<file path="config.mk">
export PLATFORM = sky130hd
export DESIGN_NAME = vpu_ub_writeback
export DESIGN_NICKNAME = d
export VERILOG_FILES = /design/src/rtl/vpu_pkg.sv /design/src/rtl/lane_fifo.sv /design/src/rtl/vpu_ub_writeback.sv
export SDC_FILE = /design/constraint.sdc
export NUM_CORES = 2
export LEC_CHECK = 0
export CORE_UTILIZATION = 46
export CTS_BUF_LIST = sky130_fd_sc_hd__clkbuf_8 sky130_fd_sc_hd__clkbuf_16
export CTS_CLUSTER_DIAMETER = 200
export DETAILED_ROUTE_END_ITERATION = 8
export PLACE_DENSITY = 0.71
export SETUP_SLACK_MARGIN = 0.2
export SYNTH_ARGS = -nofsm -noshare
export SYNTH_HDL_FRONTEND = slang
export SYNTH_SLANG_ARGS = --single-unit
</file>
<file path="constraint.sdc">
create_clock -name clk -period 9.9 [get_ports clk]
set_clock_uncertainty 0.05 [all_clocks]
set_input_delay 0.99 -clock clk [delete_from_list [all_inputs] [get_ports clk]]
set_output_delay 0.99 -clock clk [all_outputs]
set_load 0.02 [all_outputs]
</file>
<file path="src/rtl/vpu_pkg.sv">
// Shared types and default sizes for the VPU -> unified-buffer writeback path.
package vpu_pkg;

  localparam int VPU_DATA_W = 16;
  localparam int VPU_SIZE   = 8;

  typedef enum logic [1:0] {
    IDLE = 2'd0,
    RUN  = 2'd1,
    DONE = 2'd2
  } wb_state_e;

  typedef logic [VPU_SIZE-1:0][VPU_DATA_W-1:0] lane_vec_t;

endpackage

</file>
<file path="src/rtl/lane_fifo.sv">
// Single-clock per-lane FIFO with synchronous flush; extra pointer bit tells
// full from empty. Push while full is accepted only if a pop frees a slot.
module lane_fifo #(
  parameter int DEPTH  = 16,
  parameter int DATA_W = 16
) (
  input  logic              clk,
  input  logic              rst,
  input  logic              flush_i,
  input  logic              push_i,
  input  logic [DATA_W-1:0] push_data_i,
  input  logic              pop_i,
  output logic [DATA_W-1:0] pop_data_o,
  output logic              full_o,
  output logic              empty_o
);

  localparam int AW = $clog2(DEPTH);
  localparam logic [AW:0] PTR_ONE = {{AW{1'b0}}, 1'b1};

  logic [AW:0]       wr_ptr_q, wr_ptr_d;
  logic [AW:0]       rd_ptr_q, rd_ptr_d;
  logic [DATA_W-1:0] mem_q [DEPTH];
  logic              do_push;
  logic              do_pop;

  assign empty_o    = (wr_ptr_q == rd_ptr_q);
  assign full_o     = (wr_ptr_q[AW] != rd_ptr_q[AW]) &&
                      (wr_ptr_q[AW-1:0] == rd_ptr_q[AW-1:0]);
  assign do_pop     = pop_i && !empty_o;
  assign do_push    = push_i && (!full_o || do_pop);
  assign pop_data_o = mem_q[rd_ptr_q[AW-1:0]];

  always_comb begin
    // NOTE: every always_comb output gets a default first so no path can infer a latch.
    wr_ptr_d = wr_ptr_q;
    rd_ptr_d = rd_ptr_q;
    if (flush_i) begin
      wr_ptr_d = '0;
      rd_ptr_d = '0;
    end else begin
      if (do_push) wr_ptr_d = wr_ptr_q + PTR_ONE;
      if (do_pop)  rd_ptr_d = rd_ptr_q + PTR_ONE;
    end
  end

  // NOTE: state registers use non-blocking assignments so all flops update from pre-edge values.
  always_ff @(posedge clk or posedge rst) begin
    if (rst) begin
      wr_ptr_q <= '0;
      rd_ptr_q <= '0;
    end else begin
      wr_ptr_q <= wr_ptr_d;
      rd_ptr_q <= rd_ptr_d;
    end
  end

  // NOTE: storage is deliberately not reset; the pointers alone define which entries are valid.
  always_ff @(posedge clk) begin
    if (do_push && !flush_i) mem_q[wr_ptr_q[AW-1:0]] <= push_data_i;
  end

endmodule

</file>
<file path="src/rtl/vpu_ub_writeback.sv">
// Deskews SIZE skewed VPU lanes through per-lane FIFOs and writes packed rows
// to the unified buffer at base + row*stride over a valid/ready port.
module vpu_ub_writeback
  import vpu_pkg::*;
#(
  parameter int DATA_W     = VPU_DATA_W,
  parameter int SIZE       = VPU_SIZE,
  parameter int ADDR_W     = 10,
  parameter int FIFO_DEPTH = 16,
  parameter int ROWS_W     = 10
) (
  input  logic                         clk,
  input  logic                         rst,
  input  logic                         start_i,
  input  logic [ADDR_W-1:0]            base_addr_i,
  input  logic [ROWS_W-1:0]            stride_i,
  input  logic [ROWS_W-1:0]            num_rows_i,
  input  logic [SIZE-1:0][DATA_W-1:0]  lane_data_i,
  input  logic [SIZE-1:0]              lane_valid_i,
  output logic                         ub_wr_valid_o,
  input  logic                         ub_wr_ready_i,
  output logic [ADDR_W-1:0]            ub_wr_addr_o,
  output logic [SIZE-1:0][DATA_W-1:0]  ub_wr_data_o,
  output logic                         busy_o,
  output logic                         done_o,
  output logic                         err_overflow_o,
  output logic                         err_stray_o
);

  wb_state_e                  state_q, state_d;
  logic [ADDR_W-1:0]          addr_q, addr_d;
  logic [ADDR_W-1:0]          out_addr_q, out_addr_d;
  logic [ROWS_W-1:0]          stride_q, stride_d;
  logic [ROWS_W-1:0]          num_rows_q, num_rows_d;
  logic [ROWS_W-1:0]          rows_issued_q, rows_issued_d;
  logic [ROWS_W-1:0]          rows_accepted_q, rows_accepted_d;
  logic                       out_valid_q, out_valid_d;
  logic [SIZE-1:0][DATA_W-1:0] out_data_q, out_data_d;
  logic                       err_ovf_q, err_ovf_d;
  logic                       err_stray_q, err_stray_d;

  logic [SIZE-1:0][DATA_W-1:0] fifo_data;
  logic [SIZE-1:0]            fifo_full;
  logic [SIZE-1:0]            fifo_empty;
  logic [SIZE-1:0]            lane_push;
  logic                       run;
  logic                       start_ok;
  logic                       handshake;
  logic                       pop;
  logic                       last_accept;

  assign run         = (state_q == RUN);
  assign start_ok    = (state_q == IDLE) && start_i;
  assign handshake   = out_valid_q && ub_wr_ready_i;
  assign lane_push   = run ? lane_valid_i : '0;
  // A row leaves only when every lane has its sample and the output slot frees up.
  assign pop         = run && !(|fifo_empty) && (rows_issued_q < num_rows_q) &&
                       (!out_valid_q || ub_wr_ready_i);
  assign last_accept = run && handshake && (rows_accepted_q == num_rows_q - 1'b1);

  for (genvar i = 0; i < SIZE; i++) begin : g_lane
    lane_fifo #(
      .DEPTH  (FIFO_DEPTH),
      .DATA_W (DATA_W)
    ) u_fifo (
      .clk         (clk),
      .rst         (rst),
      .flush_i     (start_ok),
      .push_i      (lane_push[i]),
      .push_data_i (lane_data_i[i]),
      .pop_i       (pop),
      .pop_data_o  (fifo_data[i]),
      .full_o      (fifo_full[i]),
      .empty_o     (fifo_empty[i])
    );
  end

  always_comb begin
    state_d         = state_q;
    addr_d          = addr_q;
    out_addr_d      = out_addr_q;
    stride_d        = stride_q;
    num_rows_d      = num_rows_q;
    rows_issued_d   = rows_issued_q;
    rows_accepted_d = rows_accepted_q;
    out_valid_d     = out_valid_q;
    out_data_d      = out_data_q;
    err_ovf_d       = err_ovf_q | (|(lane_push & fifo_full & ~{SIZE{pop}}));
    err_stray_d     = err_stray_q | (!run && (|lane_valid_i));

    if (pop) begin
      out_valid_d   = 1'b1;
      out_data_d    = fifo_data;
      out_addr_d    = addr_q;
      addr_d        = addr_q + ADDR_W'(stride_q);
      rows_issued_d = rows_issued_q + 1'b1;
    end else if (handshake) begin
      out_valid_d = 1'b0;
    end
    if (handshake) rows_accepted_d = rows_accepted_q + 1'b1;

    case (state_q)
      IDLE: begin
        if (start_i) begin
          state_d         = (num_rows_i == '0) ? DONE : RUN;
          addr_d          = base_addr_i;
          stride_d        = stride_i;
          num_rows_d      = num_rows_i;
          rows_issued_d   = '0;
          rows_accepted_d = '0;
          err_ovf_d       = 1'b0;
          err_stray_d     = 1'b0;
        end
      end
      RUN:     if (last_accept) state_d = DONE;
      DONE:    state_d = IDLE;
      default: state_d = IDLE;
    endcase
  end

  always_ff @(posedge clk or posedge rst) begin
    if (rst) begin
      state_q         <= IDLE;
      addr_q          <= '0;
      out_addr_q      <= '0;
      stride_q        <= '0;
      num_rows_q      <= '0;
      rows_issued_q   <= '0;
      rows_accepted_q <= '0;
      out_valid_q     <= 1'b0;
      out_data_q      <= '0;
      err_ovf_q       <= 1'b0;
      err_stray_q     <= 1'b0;
    end else begin
      state_q         <= state_d;
      addr_q          <= addr_d;
      out_addr_q      <= out_addr_d;
      stride_q        <= stride_d;
      num_rows_q      <= num_rows_d;
      rows_issued_q   <= rows_issued_d;
      rows_accepted_q <= rows_accepted_d;
      out_valid_q     <= out_valid_d;
      out_data_q      <= out_data_d;
      err_ovf_q       <= err_ovf_d;
      err_stray_q     <= err_stray_d;
    end
  end

  assign ub_wr_valid_o  = out_valid_q;
  assign ub_wr_addr_o   = out_addr_q;
  assign ub_wr_data_o   = out_data_q;
  assign busy_o         = run;
  assign done_o         = (state_q == DONE);
  assign err_overflow_o = err_ovf_q;
  assign err_stray_o    = err_stray_q;

endmodule

</file>
# After elaboration in Yosys (flattened, before gate mapping)
# Memory sizes are Yosys's and may differ from the RTL's. A register that Yosys moved wholly into a read port is not among the register bits.
# Index checks and enable logic that the tools add are counted.
[totals]
memories = 8
ff_bits = 145
wordCells = 250
mem_bits_rw = 2048
input_bits = 170
[mem_list]
columns = ["name", "words", "width", "rd", "rd_clocked_by_memory_dff", "wr", "line_no", "text"]
rows = [
  ["g_lane[0].u_fifo.mem_q", 16, 16, 1, 1, 1, "lane_fifo.sv:23", "logic [DATA_W-1:0] mem_q [DEPTH];"],
  ["g_lane[1].u_fifo.mem_q", 16, 16, 1, 1, 1, "lane_fifo.sv:23", ""],
  ["g_lane[2].u_fifo.mem_q", 16, 16, 1, 1, 1, "lane_fifo.sv:23", ""],
  ["g_lane[3].u_fifo.mem_q", 16, 16, 1, 1, 1, "lane_fifo.sv:23", ""],
  ["g_lane[4].u_fifo.mem_q", 16, 16, 1, 1, 1, "lane_fifo.sv:23", ""],
  ["g_lane[5].u_fifo.mem_q", 16, 16, 1, 1, 1, "lane_fifo.sv:23", ""],
  ["+2 memories", "-", "-", "-", "-", "-", "-", ""],
]
[op_classes]
add_sub_neg = 20
bitwise_logic = 5
eq_ne = 29
n_lt_le_gt_ge = 1
n_reduce_logical = 93
n_mux = 68
[op_table]
columns = ["op", "count"]
rows = [
  ["2-to-1 mux 5 bit", 32],
  ["2-to-1 mux 10 bit", 9],
  ["adder 5 x 1 -> 5 bit (second input constant)", 16],
  ["equality test 5 bit", 8],
  ["logical AND 1 bit", 40],
  ["nonzero test 2 bit", 17],
  ["equality test 4 bit", 8],
  ["OR reduction 8 bit", 3],
  ["2-to-1 mux 1 bit", 22],
  ["adder 10 x 1 -> 10 bit (second input constant)", 2],
  ["zero test 1 bit", 20],
  ["AND 8 bit", 2],
  ["adder 10 bit", 1],
  ["equality test 10 bit", 1],
  ["zero test 10 bit", 1],
  ["< comparator 10 bit", 1],
  ["subtractor 10 x 1 -> 10 bit (second input constant)", 1],
  ["logical OR 1 bit", 9],
  ["2-to-1 mux 8 bit", 1],
  ["!= test 1 bit", 8],
  ["NOT 8 bit", 1],
  ["2-to-1 mux 2 bit", 3],
  ["one-hot mux 2 bit (2 select lines)", 1],
  ["AND reduction 2 bit", 2],
  ["6 further kinds", 7],
]

# Logic depth before layout (Yosys ltp)
[logic_depth]
depth_word = 12
mapped_depth = 13
depth_no_buf = 10

# Cells and area by module
# Synthesis repeated with hierarchy kept, for this count alone.
[unflattened]
hier_cells = 4987
hier_area_um2 = 92837.8
[by_module_without_submodules]
columns = ["module", "cells_each", "area_per_inst_um2", "n_inst"]
rows = [
  ["lane_fifo (g_lane[2].u_fifo ...)", 500, 10536.4, 6],
  ["lane_fifo (g_lane[0].u_fifo)", 499, 10486.3, 1],
  ["lane_fifo (g_lane[1].u_fifo)", 498, 10486.3, 1],
  ["vpu_ub_writeback", 990, 8647.0, 1],
]

# Worst setup path before layout
# OpenSTA, ideal clock, no wires.
[synth_path]
kind = "register -> register"
startpoint = "register num_rows_q[4]"
endpoint = "memory g_lane[3].u_fifo.mem_q[15][0] (enable)"
stages_incl_launch_ff = 10
setup_ns = 0.403
required_ns = 9.447
t_arrival_ns = 3.119
path_slack_ns = 6.327
path_cell_list = "dfrtp_1 > inv_1 > ha_1 > nor3_1 > nor2_1 > o2111a_1 > a211oi_1 > buf_2 > a311oi_4 > nor4b_2"
[synth_between]
elab_chain_len = 9
[synth_rtl]
columns = ["element", "line_no", "text"]
rows = [
  ["from (decl)", "vpu_ub_writeback.sv:34", "logic [ROWS_W-1:0] num_rows_q, num_rows_d;"],
  ["from (signal assigned)", "vpu_ub_writeback.sv:139", "num_rows_q <= num_rows_d;"],
  ["< comparator 10 bit", "vpu_ub_writeback.sv:57", "assign pop = run && !(|fifo_empty) && (rows_issued_q < num_rows_q) &&"],
  ["logical AND 1 bit (2 in a row)", "vpu_ub_writeback.sv:57", ""],
  ["logical AND 1 bit", "lane_fifo.sv:30", "assign do_pop = pop_i && !empty_o;"],
  ["logical OR 1 bit", "lane_fifo.sv:31", "assign do_push = push_i && (!full_o || do_pop);"],
  ["logical AND 1 bit", "lane_fifo.sv:31", ""],
  ["logical AND 1 bit", "lane_fifo.sv:60", "if (do_push && !flush_i) mem_q[wr_ptr_q[AW-1:0]] <= push_data_i;"],
  ["2-to-1 mux 1 bit", "lane_fifo.sv:60", ""],
  ["2-to-1 mux 1 bit (not written as such)", "lane_fifo.sv:60", ""],
  ["to (decl)", "lane_fifo.sv:23", ""],
]
# Every way passes these cells.

# Final worst setup path
[layout_path]
startpoint = "register g_lane[0].u_fifo.rd_ptr_q[1]"
endpoint = "memory g_lane[0].u_fifo.mem_q[5][5] (enable)"
[layout_between]
elab_chain_len = 12
elab_cells_between_ends = 16
cone_classes = "eq/ne (2); mux (2); reduce/logical (12)"
[layout_rtl]
columns = ["element", "line_no", "text"]
rows = [
  ["from (decl)", "lane_fifo.sv:22", "logic [AW:0] rd_ptr_q, rd_ptr_d;"],
  ["from (signal assigned)", "lane_fifo.sv:54", "rd_ptr_q <= rd_ptr_d;"],
  ["equality test 5 bit", "lane_fifo.sv:27", "assign empty_o = (wr_ptr_q == rd_ptr_q);"],
  ["OR reduction 8 bit", "vpu_ub_writeback.sv:57", ""],
  ["zero test 1 bit", "vpu_ub_writeback.sv:57", ""],
  ["logical AND 1 bit (3 in a row)", "vpu_ub_writeback.sv:57", ""],
  ["logical AND 1 bit", "lane_fifo.sv:30", ""],
  ["logical OR 1 bit (*)", "lane_fifo.sv:31", ""],
  ["logical AND 1 bit (*)", "lane_fifo.sv:31", ""],
  ["logical AND 1 bit (*)", "lane_fifo.sv:60", ""],
  ["2-to-1 mux 1 bit (*)", "lane_fifo.sv:60", ""],
  ["2-to-1 mux 1 bit (not written as such) (*)", "lane_fifo.sv:60", ""],
  ["to (decl)", "lane_fifo.sv:23", ""],
]
# Every way passes the cells marked *; elsewhere a longest branch is shown, timed or not.

==> metrics.cfg <==
[placed_design]
placed_cells=7247
routabilityCongestion=0.8203
dp_hpwl_microns=117400
io_buffers=312
postPlaceCellArea_sq_mm=0.09707

[setup_path]
arrival_ns=5.83
crit_path_max_fanout=68
r2r_cells=8
endpoint_kind=flip-flop
slowest_stage=nor2_1
crit_cells=8
slowest_delay_ns=1.01
critPathKind=reg2reg
required_ns=10.30
cp_num_buf_inv=1
crit_chain=buf_4 -> xnor2_1 -> nand4_1 -> o22ai_1 -> a211oi_4 -> a311oi_1 -> nor2_1 -> and3_1
r2r_slack_ns=4.48
critPathLaunchType=flip-flop
crit_family=simple AND/OR/NAND/NOR gates

[min_path]
min_path_cells=2
min_path_type=reg2reg

[timing]
finalSetupViolations=0
rsz0062_at_grt=no
timing.final.crit_period_ns=5.424
finalCritPeriodShare_pct=54.79
relSlewSlack_pct=19.45
max_freq_mhz=184.4
finalHoldViolCount=0
slew_viol_final=0
tightest_slew_ns=1.204
setup-tns-final_ns=0

[synthesis]
muxShareOfSynthArea_pct=16.34
synthXorXnorAreaFrac_pct=0.7797
yosysWarnings=0
synth-compound-area-share_pct=1.056
synthesis.area_sq_mm=0.09099
synth_edf_count=2048
synth_nets=4706
synth-simple-area-share_pct=4.575
synth.avg_cell_area_sq_um=20.34
seq_area_frac_synth_pct=75.10
synth_fa_ha_area_share_pct=0.8608
synth_ff_type=edfxtp_1
synth_top_family_by_area=multiplexers
yosysUniqueCellTypes=59
synthCells=4474
async_flop_share_pct=11.76
synth.ff_latch_count=2321

[final_layout]
utilization_pct=53.43
stdcell_area_sq_mm=0.1046
post_route_cells_drive_above_1_share_pct=22.02
area_growth_pct=14.98
nets=5080
stdcell_count=7675

[drt]
wirelength_microns=201800
vias=43440
firstDrtPassIters=5
first_iter_violations=4034
antenna_left=0
vias_per_cell=5.660
wl_per_cell_microns=26.29
drc=0

[clocking]
cts_tree=done
cts_resized=0
htreeDepth=4
numCtsBuffers=223
numClockSinks=2321
clockRootBuffer=clkbuf_16
clockBufferDepth=3
path_clk_slew_ns=0.06
cts_setup_buffers=0
insertion_delay_ns=0.86
postCtsHoldBufs=0

[floorplanning]
die_x_microns=446.7
io_pins=313
dieArea_sq_mm=0.1996
core_area_sq_mm=0.1958
start_util_pct=46.47
rows=162
die_h_microns=446.7

[power]
ir_worst_vdd_uv=367.8
p_total_mw=32.16
p_per_area_mw_per_mm2=307.5
power.leakage_nw=35.17

[grt]
top_usage_layer=met2
grt_usage_pct=20.43
antenna_found_initial=14
grt_start_max_net_pins=135
grt_pass1_wl_microns=298900
use_met2_pct=33.81
grt_pass1_vias=45180
grt_overflow=0
use_met1_pct=27.48
grt_use_met3_pct=3.236

[flow_run]
cap_violations=0

[status]
status=complete, no violations

## sequential cells by signal, summed over array words and instances, names as in the netlist
register,cells
addr_q,10
err_overflow_o,1
err_stray_o,1
g_lane.u_fifo.mem_q,2048
g_lane.u_fifo.rd_ptr_q,40
g_lane.u_fifo.wr_ptr_q,40
num_rows_q,10
rows_accepted_q,10
rows_issued_q,10
state_q,2
stride_q,10
ub_wr_addr_o,10
ub_wr_data_o,128
ub_wr_valid_o,1
## cell usage in the layout, fill, tap and decap left out, types with 28 or more instances in the layout
| cell | count |
|---|---|
| inv_1 | 94 |
| nand2_1 | 551 |
| ha_1 | 61 |
| nor2_1 | 69 |
| xnor2_1 | 48 |
| clkbuf_16 | 227 |
| clkdlybuf4s50_1 | 312 |
| clkinv_1 | 32 |
| dfrtp_1 | 257 |
| xor2_1 | 33 |
| a21oi_1 | 46 |
| mux2i_1 | 35 |
| clkinv_2 | 48 |
| nand3_1 | 28 |
| buf_4 | 63 |
| mux4_2 | 640 |
| edfxtp_1 | 2048 |
| and3_1 | 129 |
| o21ai_0 | 36 |
## cell families (layout without fill, tap and decap cells)
logic type,after synthesis,in the layout
AO/OA/AOI/OAI,139,139
XOR/XNOR,81,81
adder cells (fa/ha/maj),62,62
buffers and inverters,281,853
flip-flops,2321,2321
multiplexers,684,684
other,0,5
AND/OR/NAND/NOR,906,906
## through the flow
| step | setup slack, ns | hold slack (ns) |
|---|---|---|
| global route | 4.024 | 0.4428 |
| CTS | 4.303 | 0.4280 |
| finish | 4.476 | 0.4245 |
| global placement | 4.423 | 0.4082 |
| floorplan | 1.336 | 0.3997 |
| detailed placement | 4.342 | 0.4116 |
## final timing paths
| path | from | to |
|---|---|---|
| setup reg to reg | g_lane[0].u_fifo.rd_ptr_q[1] | g_lane[0].u_fifo.mem_q[5][5] |
| hold reg to reg | ub_wr_data_o[5] | ub_wr_data_o[5] |
| setup / recovery | g_lane[0].u_fifo.rd_ptr_q[1] | g_lane[0].u_fifo.mem_q[5][5] |
| max in group asynchronous | rst | g_lane[3].u_fifo.rd_ptr_q[0] |
| min in group asynchronous | rst | ub_wr_data_o[123] |
| hold / removal | ub_wr_data_o[5] | ub_wr_data_o[5] |
## final cells by class
type                    count  area (sq um)
well taps                2624          3283
fillers                 14960         91190
clock buffers             244          5914
multi-input cells        1872         21590
flip-flops and latches   2321         68370
diodes                      5         12.51
inverters                  54         210.2
clock inverters           179          1619
repair buffers            376          3616
## cell usage after synthesis, drive strengths merged (10+ instances only)
master	number	area share, %
a21oi	46	0.25
a31oi	16	0.19
and2	11	0.076
and3	130	0.89
buf	95	0.52
clkbuf	132	0.54
dfrtp	273	7.5
edfxtp	2048	68
ha	61	0.84
inv	54	0.22
mux2i	35	0.39
mux4	640	16
nand2	551	2.3
nand3	29	0.17
nand4	14	0.096
nor2	75	0.33
nor2b	24	0.17
nor3	13	0.072
nor4	10	0.069
o21ai	36	0.20
or3	16	0.11
xnor2	48	0.46
xor2	33	0.32
## per-layer routing
metal  vias up  routed length, microns  share of wire (%)
li1      18790                       -                  -
met1     22950                   81680                 40
met2      1360                  101600                 50
met3       326                   11510                5.7
met4        12                    6953                3.4
met5         -                      82              0.041
## report_power, final
group          internal, mW  total [mW]  switching [mW]
Combinational          4.44        10.6            6.17
Sequential             12.1        13.0           0.848
Clock                  4.91        8.60            3.69
## worst reg2reg max path, stage by stage, from the launching register on
cell,delay [ns]
dfrtp_2,0.34
buf_4,0.72
xnor2_1,0.13
nand4_1,0.26
o22ai_1,0.20
a211oi_4,0.96
a311oi_1,0.47
nor2_1,1.01
and3_1,0.88
Power figures use the tool's default switching activity.
